--- src/rtl/resp_demux1to2_if.sv ---
// Response-demux bus bundle: request-tag side, shared response side and the
// two requester-facing response ports.
//
// Handshake rule on every valid/ready pair in this bundle: a transfer happens
// on a rising clock edge where valid and ready are both high. Once valid is
// raised, the sender holds valid and its payload stable until that transfer
// happens. Ready may change freely and does not wait for valid.
interface resp_demux1to2_if #(
   parameter int WIDTH = 32
);
   // request-tag side (issued by the 2:1 request mux)
   logic             req_valid;
   logic             req_sel;
   logic             req_ready;
   // shared bus response side
   logic             rsp_valid;
   logic [WIDTH-1:0] rsp_data;
   logic             rsp_ready;
   // port A (inst) response
   logic             a_valid;
   logic [WIDTH-1:0] a_data;
   logic             a_ready;
   // port B (data) response
   logic             b_valid;
   logic [WIDTH-1:0] b_data;
   logic             b_ready;

   // demux side
   modport slave (
      input  req_valid, req_sel, rsp_valid, rsp_data, a_ready, b_ready,
      output req_ready, rsp_ready, a_valid, a_data, b_valid, b_data
   );

   // environment side (mux, bus and requesters)
   modport master (
      output req_valid, req_sel, rsp_valid, rsp_data, a_ready, b_ready,
      input  req_ready, rsp_ready, a_valid, a_data, b_valid, b_data
   );
endinterface

--- src/rtl/resp_demux1to2.sv ---
// Return-path demux for a 2:1 request mux. Every granted request pushes its
// source tag (1 = port A, 0 = port B) into an in-order tag FIFO. Every shared
// bus response pops the head tag and is steered through a single registered
// output stage to the owning port. Responses stay strictly in order, so a
// stalled port also blocks the other port.
module resp_demux1to2 #(
   parameter int WIDTH = 32,
   parameter int DEPTH = 4
) (
   input  logic                       clk,
   input  logic                       rst,
   resp_demux1to2_if.slave            bus,
   output logic [$clog2(DEPTH+1)-1:0] outstanding,
   output logic                       err_orphan
);

   localparam int PW = $clog2(DEPTH);
   localparam int CW = $clog2(DEPTH + 1);
   localparam logic [CW-1:0] DEPTH_C = CW'(DEPTH);

   // tag FIFO state
   logic [DEPTH-1:0] tag_q, tag_d;
   logic [PW-1:0]    wr_ptr_q, wr_ptr_d;
   logic [PW-1:0]    rd_ptr_q, rd_ptr_d;
   logic [CW-1:0]    cnt_q, cnt_d;

   // output stage state
   logic             out_valid_q, out_valid_d;
   logic             out_sel_q, out_sel_d;
   logic [WIDTH-1:0] out_data_q, out_data_d;

   // sticky error state
   logic             err_q, err_d;

   // handshake decode
   logic full;
   logic empty;
   logic head_sel;
   logic drain;
   logic rsp_ready_c;
   logic push;
   logic pop;

   // FIFO status, output-stage drain and the two handshakes
   always_comb begin
      full        = (cnt_q == DEPTH_C);
      empty       = (cnt_q == '0);
      head_sel    = tag_q[rd_ptr_q];
      // the held response leaves when the port it belongs to accepts it
      drain       = out_valid_q & (out_sel_q ? bus.a_ready : bus.b_ready);
      // a new response fits only if the stage is empty or emptying this cycle;
      // a tag pushed this same cycle is not visible yet (no bypass)
      rsp_ready_c = ~empty & (~out_valid_q | drain);
      push        = bus.req_valid & ~full;
      pop         = bus.rsp_valid & rsp_ready_c;
   end

   // next state for tag storage, pointers and occupancy count
   always_comb begin
      tag_d    = tag_q;
      wr_ptr_d = wr_ptr_q;
      rd_ptr_d = rd_ptr_q;
      cnt_d    = cnt_q;
      if (push) begin
         tag_d[wr_ptr_q] = bus.req_sel;
         wr_ptr_d        = wr_ptr_q + PW'(1);
      end
      if (pop) begin
         rd_ptr_d = rd_ptr_q + PW'(1);
      end
      // simultaneous push and pop leave the count unchanged
      if (push && !pop) begin
         cnt_d = cnt_q + CW'(1);
      end else if (pop && !push) begin
         cnt_d = cnt_q - CW'(1);
      end
   end

   // next state for the output stage: a pop reloads it, otherwise a drain empties it
   always_comb begin
      out_valid_d = out_valid_q;
      out_sel_d   = out_sel_q;
      out_data_d  = out_data_q;
      if (pop) begin
         out_valid_d = 1'b1;
         out_sel_d   = head_sel;
         out_data_d  = bus.rsp_data;
      end else if (drain) begin
         out_valid_d = 1'b0;
      end
   end

   // orphan flag: a response with no pending tag is a protocol error; sticky until reset
   always_comb begin
      err_d = err_q | (bus.rsp_valid & empty);
   end

   // state registers with synchronous reset
   always_ff @(posedge clk) begin
      if (rst) begin
         tag_q       <= '0;
         wr_ptr_q    <= '0;
         rd_ptr_q    <= '0;
         cnt_q       <= '0;
         out_valid_q <= 1'b0;
         out_sel_q   <= 1'b0;
         out_data_q  <= '0;
         err_q       <= 1'b0;
      end else begin
         tag_q       <= tag_d;
         wr_ptr_q    <= wr_ptr_d;
         rd_ptr_q    <= rd_ptr_d;
         cnt_q       <= cnt_d;
         out_valid_q <= out_valid_d;
         out_sel_q   <= out_sel_d;
         out_data_q  <= out_data_d;
         err_q       <= err_d;
      end
   end

   // port outputs: both ports see the held data, only the owner sees valid
   always_comb begin
      bus.req_ready = ~full;
      bus.rsp_ready = rsp_ready_c;
      bus.a_valid   = out_valid_q & out_sel_q;
      bus.b_valid   = out_valid_q & ~out_sel_q;
      bus.a_data    = out_data_q;
      bus.b_data    = out_data_q;
      outstanding   = cnt_q;
      err_orphan    = err_q;
   end

endmodule

--- src/flat_wrapper.sv ---
// flat-port wrapper written by rule: the top's interface ports become plain ports
module resp_demux1to2_flat 
#(
   parameter int WIDTH = 32,
   parameter int DEPTH = 4
)
  (clk, rst, outstanding, err_orphan, bus_req_valid, bus_req_sel, bus_rsp_valid, bus_rsp_data, bus_a_ready, bus_b_ready, bus_req_ready, bus_rsp_ready, bus_a_valid, bus_a_data, bus_b_valid, bus_b_data);
  resp_demux1to2_if #(.WIDTH(WIDTH)) bus_i ();
  input  logic clk;
  input  logic rst;
  output logic [$clog2(DEPTH+1)-1:0] outstanding;
  output logic err_orphan;
  input wire logic [$bits(bus_i.req_valid)-1:0] bus_req_valid;
  input wire logic [$bits(bus_i.req_sel)-1:0] bus_req_sel;
  input wire logic [$bits(bus_i.rsp_valid)-1:0] bus_rsp_valid;
  input wire logic [$bits(bus_i.rsp_data)-1:0] bus_rsp_data;
  input wire logic [$bits(bus_i.a_ready)-1:0] bus_a_ready;
  input wire logic [$bits(bus_i.b_ready)-1:0] bus_b_ready;
  output wire logic [$bits(bus_i.req_ready)-1:0] bus_req_ready;
  output wire logic [$bits(bus_i.rsp_ready)-1:0] bus_rsp_ready;
  output wire logic [$bits(bus_i.a_valid)-1:0] bus_a_valid;
  output wire logic [$bits(bus_i.a_data)-1:0] bus_a_data;
  output wire logic [$bits(bus_i.b_valid)-1:0] bus_b_valid;
  output wire logic [$bits(bus_i.b_data)-1:0] bus_b_data;
  assign bus_i.req_valid = bus_req_valid;
  assign bus_i.req_sel = bus_req_sel;
  assign bus_i.rsp_valid = bus_rsp_valid;
  assign bus_i.rsp_data = bus_rsp_data;
  assign bus_i.a_ready = bus_a_ready;
  assign bus_i.b_ready = bus_b_ready;
  assign bus_req_ready = bus_i.req_ready;
  assign bus_rsp_ready = bus_i.rsp_ready;
  assign bus_a_valid = bus_i.a_valid;
  assign bus_a_data = bus_i.a_data;
  assign bus_b_valid = bus_i.b_valid;
  assign bus_b_data = bus_i.b_data;
  resp_demux1to2 #(.WIDTH(WIDTH), .DEPTH(DEPTH)) u_core (.clk(clk), .rst(rst), .bus(bus_i), .outstanding(outstanding), .err_orphan(err_orphan));
endmodule
--- config.mk ---
export PLATFORM = sky130hd
export DESIGN_NAME = resp_demux1to2_flat
export DESIGN_NICKNAME = d
export VERILOG_FILES = /design/src/rtl/resp_demux1to2_if.sv /design/src/rtl/resp_demux1to2.sv /design/src/flat_wrapper.sv
export SDC_FILE = /design/constraint.sdc
export NUM_CORES = 1
export LEC_CHECK = 0
export CORE_UTILIZATION = 41
export CTS_BUF_LIST = sky130_fd_sc_hd__clkbuf_4 sky130_fd_sc_hd__clkbuf_8 sky130_fd_sc_hd__clkbuf_16
export CTS_CLUSTER_SIZE = 12
export DETAILED_ROUTE_END_ITERATION = 16
export GPL_ROUTABILITY_DRIVEN = 0
export PLACE_DENSITY_LB_ADDON = 0.15
export SETUP_SLACK_MARGIN = 0.1
export SYNTH_ARGS = -nofsm -noshare
export SYNTH_HDL_FRONTEND = slang
export SYNTH_SLANG_ARGS = --single-unit
--- constraint.sdc ---
create_clock -name clk -period 5.7 [get_ports clk]
set_input_delay 0.57 -clock clk [delete_from_list [all_inputs] [get_ports clk]]
set_output_delay 0.57 -clock clk [all_outputs]
set_load 0.01 [all_outputs]
==> results of run 1 <==
final timing paths:
check / from / to / slack, ns / cells past startpoint
hold / removal: u_core.err_orphan$_SDFF_PP0_ / u_core.err_orphan$_SDFF_PP0_ / 0.48 / 2
setup / recovery: bus_a_ready / bus_rsp_ready / 3.12 / 4
setup reg to reg: u_core.out_sel_q$_SDFFE_PP0P_ / u_core.outstanding[2]$_SDFFE_PP0P_ / 3.36 / 9
hold reg to reg: u_core.err_orphan$_SDFF_PP0_ / u_core.err_orphan$_SDFF_PP0_ / 0.48 / 2
cell usage in the layout, fill, tap and decap left out, types with 2 or more instances in the layout:
cell type,n
buf_4,2
a21oi_1,5
clkdlybuf4s50_1,110
clkbuf_8,6
nand2_1,3
nand3_1,5
inv_1,6
nor2_1,42
ha_1,5
xnor2_1,2
xor2_1,2
dfxtp_1,46
mux2i_1,39
flip-flops by register name, indices dropped and copies added, names as in the netlist:
signal / cells
u_core.bus.a_data: 32
u_core.tag_q: 4
u_core.outstanding: 3
u_core.rd_ptr_q: 2
u_core.wr_ptr_q: 2
u_core.err_orphan: 1
u_core.out_sel_q: 1
u_core.out_valid_q: 1
per-stage QoR:
step | hold slack, ns | cell area [µm²] | worst slack, ns | util (%) | power [mW]
floorplan | 0.458 | 2120 | 3.20 | - | 0.826
global placement | 0.465 | 2990 | 2.87 | 61.7 | 1.01
detailed placement | 0.462 | 2990 | 2.79 | 61.7 | 1.02
CTS | 0.485 | 3090 | 3.09 | 63.7 | 1.23
global route | 0.516 | 3090 | 2.97 | 63.7 | 1.29
finish | 0.479 | 3090 | 3.12 | 63.7 | 1.21
synth_stat cells:
cell type	number	area, µm²
dfxtp_1	46	921
nor2_1	42	158
mux2i_1	39	390
buf_4	32	240
inv_1	6	22.5
a21oi_1	5	25.0
ha_1	5	62.6
nand3_1	5	25.0
clkbuf_1	4	15.0
buf_12	3	60.1
nand2_1	3	11.3
xnor2_1	2	17.5
xor2_1	2	17.5
a211oi_1	1	7.51
a21oi_2	1	8.76
and2_2	1	7.51
and2b_2	1	8.76
buf_1	1	3.75
buf_2	1	5.00
buf_6	1	11.3
fa_1	1	20.0
mux4_2	1	22.5
nor2_2	1	6.26
nor3_1	1	5.00
o21ai_0	1	5.00
o31ai_2	1	12.5
or3_1	1	6.26
or3b_1	1	8.76
xnor2_2	1	16.3
power by group:
part	internal [mW]	leakage, nW	total (mW)	switching [mW]
sequential	0.392	0.376	0.458	0.0660
clock	0.103	0.0517	0.207	0.104
combinational	0.324	0.768	0.544	0.221
cell type report:
type / instances / area, µm² / share of cell area [%]
repair buffers: 112 / 1120 / 36.1
flip-flops and latches: 46 / 921 / 29.8
multi-input cells: 116 / 850 / 27.5
clock buffers: 7 / 90.1 / 2.92
well taps: 67 / 83.8 / 2.71
inverters: 6 / 22.5 / 0.729
clock inverters: 1 / 5.00 / 0.162
tightest hold or removal path: stages, from the launching register on:
cell	delay, ns
dfxtp_1	0.34
a21oi_1	0.04
nor2_1	0.07
layer usage:
layer	vias to the layer above	track usage (%)	share of wire (%)
met2	75	26.8	47
met4	0	5.13	1.2
met5	-	0	0
li1	803	-	-
met1	741	18.7	44
met3	6	4.80	7.9
logic make-up (layout without fill, tap and decap cells):
family	after synthesis	count (layout)	share of synthesized area (%)
and+or+nand+nor	56	56	11.2
muxes	40	40	19.5
buffers and inverters	48	126	16.9
AOI/OAI and AO/OA	9	9	2.77
DFF	46	46	43.4
xor gates and xnor gates	5	5	2.42
adders and majority gates	6	6	3.89
==> results.tsv, run 1 <==
stage	metric	value	unit
outcome	outcome	finished clean	
synthesis	cells after synthesis	210	
route	Iter 0 DRT Violations	41	
hold_path	Worst Hold Class	flop to flop	
route	drt first pass iters	4	
pwr	maximum VDD drop	0.000263	V
grt	initial antenna violation count	0	
run	Max-Cap Viols	0	
cts	Clock Root Buffer	clkbuf_8	
pwr	Power Density	391	nW/µm²
grt	vias in the first global route	1487	
grt	grt ovf	0	
floorplanning	Core Rows	25	
cts	Clock Latency Late Sink	0.29	ns
sta	Fin. Hold Viols	0	
cts	CTS buffer count	5	
sta	Slew @ Worst Pin	0.581	ns
layout	Final Instance Count excl. Fillers	355	
cts	hold_buf cts	0	
floorplanning	Die Y	73.9	µm
sta	slew margin rel.	61.3	%
synthesis	post-synth cell types	29	
sta	Fin Setup TNS	0	ns
placement	Post-Place Cells	347	
setup_path	crit-path max cell delay	0.50	ns
route	Wirelength per Cell	12.0	µm
sta	Final Critical Period	2.58	ns
sta	Final Skew	0.00484	ns
grt	All-Layer GR Usage	15.7	%
setup_path	Worst Setup End Kind	output port	
route	WL final	4280	µm
sta	FMAX	387	MHz
floorplanning	DIE AREA	5460	µm²
setup_path	CP startpoint kind	primary input	
sta	endpoints failing setup	0	
setup_path	Crit Path Class	primary input to output port	
synthesis	yosys warns	0	
synthesis	Mean Syn Cell Area	10.1	µm²
pwr	leak pwr	1.20	nW
cts	Clock Sinks	46	
setup_path	Crit-path slowest cell	clkdlybuf4s50_1	
synthesis	mapped cell area	2120	µm²
layout	FILL cells	408	
sta	final period utilization	45.3	%
layout	Nets	332	
cts	Worst-path clk slew	0.08	ns
synthesis	sequential element share of the synthesized area	43.4	%
cts	CTS tree	yes	
setup_path	CP required	5.13	ns
route	via count	1625	
grt	pin count of the biggest net entering global routing	47	
setup_path	CP Cell Sequence	clkdlybuf4s50_1 > mux2i_1 > a21oi_1 > clkdlybuf4s50_1	
cts	Post-CTS Setup Repair Bufs	0	
layout	synthesis-to-layout area growth	45.6	%
sta	Slew Limit Fails	0	
cts	post-CTS resize count	0	
cts	deepest clock path buffer count	2	
floorplanning	Die W	73.9	µm
setup_path	Max FO, Critical Path	4	
synthesis	Yosys reg bits	46	
route	post-route ant nets	0	
route	drt drc	0	
floorplanning	Core Region	4850	µm²
synthesis	syn nets	255	
layout	# diodes	0	
grt	first-pass GRT wire length	6620	µm
placement	port buffer count	110	
setup_path	CP dominant cell by count	clkdlybuf4s50_1	
layout	fraction of layout cells with a size suffix above 1	5.90	%
sta	RSZ-0062 raised after global routing	false	
route	Via-to-Cell Ratio	4.58	
floorplanning	initial core utilization	43.7	%
floorplanning	I/O pins	111	
setup_path	WP data arrival	2.01	ns
setup_path	Crit path max-delay family	buffers and inverters	
cts	H-Tree Depth	2	
placement	post-detail-place hpwl	3090	µm
setup_path	WP buf/inv	2	
Power figures use the tool's default switching activity.
==> run 2: changes to the inputs <==
Settings changed: CORE_UTILIZATION 41 to 39.
Clock period 5.7 ns to 2.7 ns, I/O delays scaled along.
==> run 2 against run 1 <==
  * First-iteration DRC count up 37%
  * Global-route usage down 2.0 points
  * Utilization down 4.4 points
  * Hold slack better by 0.0081 ns
  * Critical path type is now flop to flop
  * Sequential cell count unchanged
  * Largest cell class unchanged
  * Highest routed layer unchanged
==> results.tsv, run 2 (synthesis results as in run 1) <==
stage	metric	value	unit	change
placement	DP Area	2980	µm²	was 2990 µm²
sta	final period utilization	85.8	%	
layout	Nets	331		was 332
cts	hold_buf cts	0		unchanged
floorplanning	I/O pins	111		unchanged
setup_path	WP data arrival	2.54	ns	was 2.01 ns
layout	post-route design area	3070	µm²	was 3090 µm²
grt	pin count of the biggest net entering global routing	47		unchanged
setup_path	Crit Path Class	flop to flop		was primary input to output port
placement	port buffer count	110		unchanged
layout	most common library cell in the layout ignoring fill and taps	clkdlybuf4s50_1		unchanged
sta	FMAX	432	MHz	
cts	Clock Sinks	46		unchanged
cts	CTS tree	yes		unchanged
sta	Fin. Hold Viols	0		unchanged
pwr	Pwr Total	2.51	mW	was 1.21 mW
setup_path	CP required	2.92	ns	was 5.13 ns
setup_path	CP dominant cell by count	inv_1		was clkdlybuf4s50_1
layout	Final Instance Count excl. Fillers	356		was 355
layout	FILL cells	439		was 408
sta	Final Critical Period	2.32	ns	
floorplanning	initial core utilization	41.0	%	was 43.7%
pwr	Power Density	819	nW/µm²	was 391 nW/µm²
cts	post-CTS resize count	0		unchanged
grt	All-Layer GR Usage	13.7	%	was 15.7%
route	via count	1554		was 1625
cts	Post-CTS Setup Repair Bufs	0		unchanged
floorplanning	DIE AREA	5740	µm²	was 5460 µm²
layout	fraction of layout cells with a size suffix above 1	5.59	%	was 5.90%
setup_path	Worst Setup End Kind	flop		was output port
grt	grt ovf	0		unchanged
cts	Worst-path clk slew	0.08	ns	about the same
pwr	leak pwr	1.19	nW	was 1.20 nW
sta	Fin Setup TNS	0	ns	unchanged
layout	most frequent cells in the layout	109 x clkdlybuf4s50_1, 46 x dfxtp_1, 42 x nor2_1		was 110 x clkdlybuf4s50_1, 46 x dfxtp_1, 42 x nor2_1
layout	# diodes	0		unchanged
grt	vias in the first global route	1339		was 1487
sta	endpoints failing setup	0		unchanged
pwr	maximum VDD drop	0.000596	V	was 0.000263 V
floorplanning	Core Region	5170	µm²	was 4850 µm²
sta	Final Skew	0.00673	ns	was 0.00484 ns
layout	max FFs per register	32		unchanged
route	WL final	4020	µm	was 4280 µm
cts	deepest clock path buffer count	2		unchanged
sta	slew margin rel.	45.9	%	was 61.3%
layout	synthesis-to-layout area growth	44.7	%	was 45.6%
setup_path	CP startpoint kind	flop		was primary input
grt	initial antenna violation count	0		unchanged
layout	area of the multi-input gates	850	µm²	unchanged
layout	Reg area	921	µm²	unchanged
setup_path	crit-path max cell delay	0.45	ns	was 0.50 ns
placement	post-detail-place hpwl	2800	µm	was 3090 µm
sta	Slew Limit Fails	0		unchanged
grt	first-pass GRT wire length	5930	µm	was 6620 µm
route	post-route ant nets	0		unchanged
hold_path	Worst Hold Class	flop to flop		unchanged
floorplanning	Die Y	75.7	µm	was 73.9 µm
route	drt first pass iters	3		was 4
floorplanning	Core Rows	26		was 25
setup_path	CP Cell Sequence	mux2i_1 > a21oi_4 > inv_1 > ha_1 > inv_1 > fa_1 > xor2_1 > or3_1 > a21oi_1		was clkdlybuf4s50_1 > mux2i_1 > a21oi_1 > clkdlybuf4s50_1
route	Iter 0 DRT Violations	56		was 41
sta	RSZ-0062 raised after global routing	false		unchanged
route	Via-to-Cell Ratio	4.37		was 4.58
run	Max-Cap Viols	0		unchanged
cts	CTS buffer count	5		unchanged
cts	Clock Root Buffer	clkbuf_8		unchanged
sta	Slew @ Worst Pin	0.812	ns	was 0.581 ns
route	Wirelength per Cell	11.3	µm	was 12.0 µm
floorplanning	Die W	75.7	µm	was 73.9 µm
route	drt drc	0		unchanged
setup_path	Crit-path slowest cell	mux2i_1		was clkdlybuf4s50_1
placement	Post-Place Cells	349		was 347
cts	Clock Latency Late Sink	0.29	ns	about the same
outcome	outcome	finished clean		unchanged
setup_path	Max FO, Critical Path	4		unchanged
cts	H-Tree Depth	2		unchanged
==> run 2: final timing paths <==
kind | start | to | slack, ns | cells after the start
worst min register to register | u_core.err_orphan$_SDFF_PP0_ | u_core.err_orphan$_SDFF_PP0_ | 0.49 | 2
worst min-delay path | u_core.err_orphan$_SDFF_PP0_ | u_core.err_orphan$_SDFF_PP0_ | 0.49 | 2
worst max-delay path | u_core.out_sel_q$_SDFFE_PP0P_ | u_core.outstanding[2]$_SDFFE_PP0P_ | 0.38 | 9
worst max register to register | u_core.out_sel_q$_SDFFE_PP0P_ | u_core.outstanding[2]$_SDFFE_PP0P_ | 0.38 | 9
==> run 2: layout make-up <==
| class | instances | share of cell area [%] |
|---|---|---|
| inverters | 6 | 0.734 |
| clock buffers | 7 | 2.73 |
| repair buffers | 111 | 36.0 |
| multi-input cells | 116 | 27.7 |
| flip-flops and latches | 46 | 30.0 |
| well taps | 70 | 2.85 |
==> run 2: where the power goes <==
part	internal, mW	switching (mW)	leakage (nW)
clock	0.198	0.206	0.0452
combinational	0.683	0.464	0.764
sequential	0.827	0.134	0.376
total	1.71	0.804	1.19
==> run 2: worst max-delay path, delay by kind of cell (launching register included) <==
kind / cells / cell delay (ns)
buffers and inverters: 2 / 0.13
and+or+nand+nor: 1 / 0.30
AOI/OAI and AO/OA: 2 / 0.25
xor gates and xnor gates: 1 / 0.18
muxes: 1 / 0.45
adders and majority gates: 2 / 0.54
DFF: 1 / 0.39
==> run 2: metal layers <==
metal / wire length [µm] / GRT usage, % / vias up
li1: - / - / 799
met1: 1750 / 15.8 / 677
met2: 1830 / 22.9 / 74
met4: 40 / 4.94 / 0
met5: 0 / 0 / -
met3: 401 / 5.56 / 4
==> run 2: stage by stage <==
stage / util (%) / setup slack [ns] / hold slack (ns)
after detailed placement: 57.7 / 0.158 / 0.475
final: 59.3 / 0.383 / 0.487
after CTS: 59.3 / 0.384 / 0.498
after floorplan: - / 0.349 / 0.411
after global placement: 57.7 / 0.215 / 0.472
after global routing: 59.3 / 0.231 / 0.530
==> run 3: changes to the inputs <==
Settings changed: CORE_UTILIZATION 39 to 41.
Clock period 2.7 ns to 2.96 ns, I/O delays scaled along.
==> run 3 against run 2 <==
  * Routed wire length is 9.0% higher
  * Sequential share of layout area fell by 0.085 points
  * Register-to-register slack improved by 0.29 ns
  * Cell count down 0.56%
  * Power decreased by 8.1%
  * Clock-buffer cell count is the same
  * Global-route usage is 2.4 points higher
  * Non-clock buffer count is 1 higher
  * First-iteration DRC count increased by 1.8%
  * Final area rose by 0.29%
  * Sequential power shrank 8.2%
  * Critical path type unchanged
  * Critical endpoint unchanged
  * Largest cell class unchanged
==> results.tsv, run 3 (synthesis results as in run 1) <==
stage	metric	value	unit	change
sta	FMAX	437	MHz	was 432 MHz
setup_path	Crit Path Class	flop to flop		unchanged
cts	CTS buffer count	5		unchanged
pwr	leak pwr	1.19	nW	about the same
sta	Final Critical Period	2.29	ns	was 2.32 ns
route	Wirelength per Cell	12.4	µm	was 11.3 µm
sta	Final Skew	0.00420	ns	was 0.00673 ns
sta	Slew Limit Fails	0		unchanged
grt	first-pass GRT wire length	6780	µm	was 5930 µm
route	drt first pass iters	4		was 3
layout	fraction of layout cells with a size suffix above 1	5.57	%	was 5.59%
sta	Final WS setup	0.674	ns	was 0.383 ns
setup_path	WP data arrival	2.51	ns	was 2.54 ns
setup_path	Max FO, Critical Path	4		unchanged
placement	DP Area	2990	µm²	was 2980 µm²
floorplanning	Core Region	4850	µm²	was 5170 µm²
cts	Clock Root Buffer	clkbuf_8		unchanged
setup_path	WP buf/inv	2		unchanged
grt	vias in the first global route	1392		was 1339
cts	H-Tree Depth	2		unchanged
setup_path	crit-path max cell delay	0.46	ns	was 0.45 ns
sta	Fin Setup TNS	0	ns	unchanged
route	post-route ant nets	0		unchanged
layout	Nets	332		was 331
cts	Post-CTS Setup Repair Bufs	0		unchanged
run	Max-Cap Viols	0		unchanged
cts	Clock Sinks	46		unchanged
layout	area of the multi-input gates	850	µm²	unchanged
sta	final period utilization	77.2	%	was 85.8%
setup_path	Crit path max-delay family	adder cells		unchanged
cts	Clock Latency Late Sink	0.28	ns	was 0.29 ns
setup_path	CP required	3.18	ns	was 2.92 ns
grt	pin count of the biggest net entering global routing	47		unchanged
setup_path	CP dominant cell by count	inv_1		unchanged
sta	RSZ-0062 raised after global routing	false		unchanged
sta	slew margin rel.	60.9	%	was 45.9%
route	via count	1603		was 1554
floorplanning	Core Rows	25		was 26
cts	post-CTS resize count	0		unchanged
setup_path	Worst Setup End Kind	flop		unchanged
setup_path	CP startpoint kind	flop		unchanged
hold_path	Worst Hold Class	flop to flop		unchanged
layout	post-route design area	3080	µm²	was 3070 µm²
layout	Reg area	921	µm²	unchanged
cts	CTS tree	yes		unchanged
layout	most common library cell in the layout ignoring fill and taps	clkdlybuf4s50_1		unchanged
floorplanning	I/O pins	111		unchanged
placement	port buffer count	110		unchanged
route	Via-to-Cell Ratio	4.53		was 4.37
cts	deepest clock path buffer count	2		unchanged
route	drt drc	0		unchanged
floorplanning	DIE AREA	5460	µm²	was 5740 µm²
floorplanning	Die Y	73.9	µm	was 75.7 µm
pwr	Power Density	750	nW/µm²	was 819 nW/µm²
layout	synthesis-to-layout area growth	45.1	%	was 44.7%
outcome	outcome	finished clean		unchanged
cts	hold_buf cts	0		unchanged
grt	All-Layer GR Usage	16.1	%	was 13.7%
grt	grt ovf	0		unchanged
cts	Worst-path clk slew	0.08	ns	about the same
sta	Slew @ Worst Pin	0.586	ns	was 0.812 ns
layout	FILL cells	438		was 439
sta	Fin. Hold Viols	0		unchanged
placement	post-detail-place hpwl	3140	µm	was 2800 µm
sta	endpoints failing setup	0		unchanged
layout	max FFs per register	32		unchanged
placement	pre-CTS setup slack	0.410	ns	was 0.158 ns
grt	initial antenna violation count	0		unchanged
setup_path	Crit-path slowest cell	mux2i_1		unchanged
pwr	maximum VDD drop	0.000510	V	was 0.000596 V
layout	# diodes	0		unchanged
route	Iter 0 DRT Violations	57		was 56
layout	most frequent cells in the layout	110 x clkdlybuf4s50_1, 46 x dfxtp_1, 42 x nor2_1		was 109 x clkdlybuf4s50_1, 46 x dfxtp_1, 42 x nor2_1
floorplanning	initial core utilization	43.7	%	was 41.0%
floorplanning	Die W	73.9	µm	was 75.7 µm
setup_path	CP Cell Sequence	mux2i_1 > a21oi_4 > inv_1 > ha_1 > inv_1 > fa_1 > xor2_1 > or3_1 > a21oi_1		unchanged
route	WL final	4380	µm	was 4020 µm
==> run 3: changes by cell type in the layout (fill, tap and decap cells not counted) <==
cell             before  now
buf_4                 1    2
buf_2                 1    0
clkdlybuf4s50_1     109  110
==> run 3: where the power goes <==
part	leakage [nW]	internal [mW]	switching (mW)
Combinational	0.768	0.623	0.435
Clock	0.0452	0.181	0.188
Sequential	0.376	0.754	0.128
==> run 3: final timing paths <==
check                                      from                            endpoint  slack (ns)  cells past startpoint
setup / recovery  u_core.out_sel_q$_SDFFE_PP0P_  u_core.outstanding[2]$_SDFFE_PP0P_        0.67                      9
hold / removal     u_core.err_orphan$_SDFF_PP0_        u_core.err_orphan$_SDFF_PP0_        0.48                      2
setup reg to reg  u_core.out_sel_q$_SDFFE_PP0P_  u_core.outstanding[2]$_SDFFE_PP0P_        0.67                      9
hold reg to reg    u_core.err_orphan$_SDFF_PP0_        u_core.err_orphan$_SDFF_PP0_        0.48                      2
==> run 3: cell type report <==
class	instances	share of cell area, %
Clock buffer	7	2.72
Inverter	6	0.732
Multi-Input combinational cell	116	27.6
Sequential cell	46	29.9
Tap cell	67	2.72
Timing Repair Buffer	112	36.3
==> run 3: worst min-delay path, cell delays in order, from the launching register on <==
cell	delay [ns]
dfxtp_1	0.34
a21oi_1	0.05
nor2_1	0.07
==> run 3: metal layers <==
layer	vias to the layer above	global-route usage (%)	routed length, µm
li1	805	-	-
met1	726	21.8	2000
met2	70	23.7	1970
met3	2	6.45	394
met4	0	4.49	24
met5	-	0	0
==> run 3: per-stage QoR <==
stage / total power, mW / hold WS (ns) / utilization, % / instances
final: 2.31 / 0.482 / 63.5 / 354
after global routing: 2.47 / 0.532 / 63.5 / 354
after CTS: 2.34 / 0.492 / 63.5 / 354
after detailed placement: 1.96 / 0.468 / 61.7 / 347
after global placement: 1.94 / 0.462 / 61.7 / 347
after floorplan: 1.59 / 0.437 / - / 210
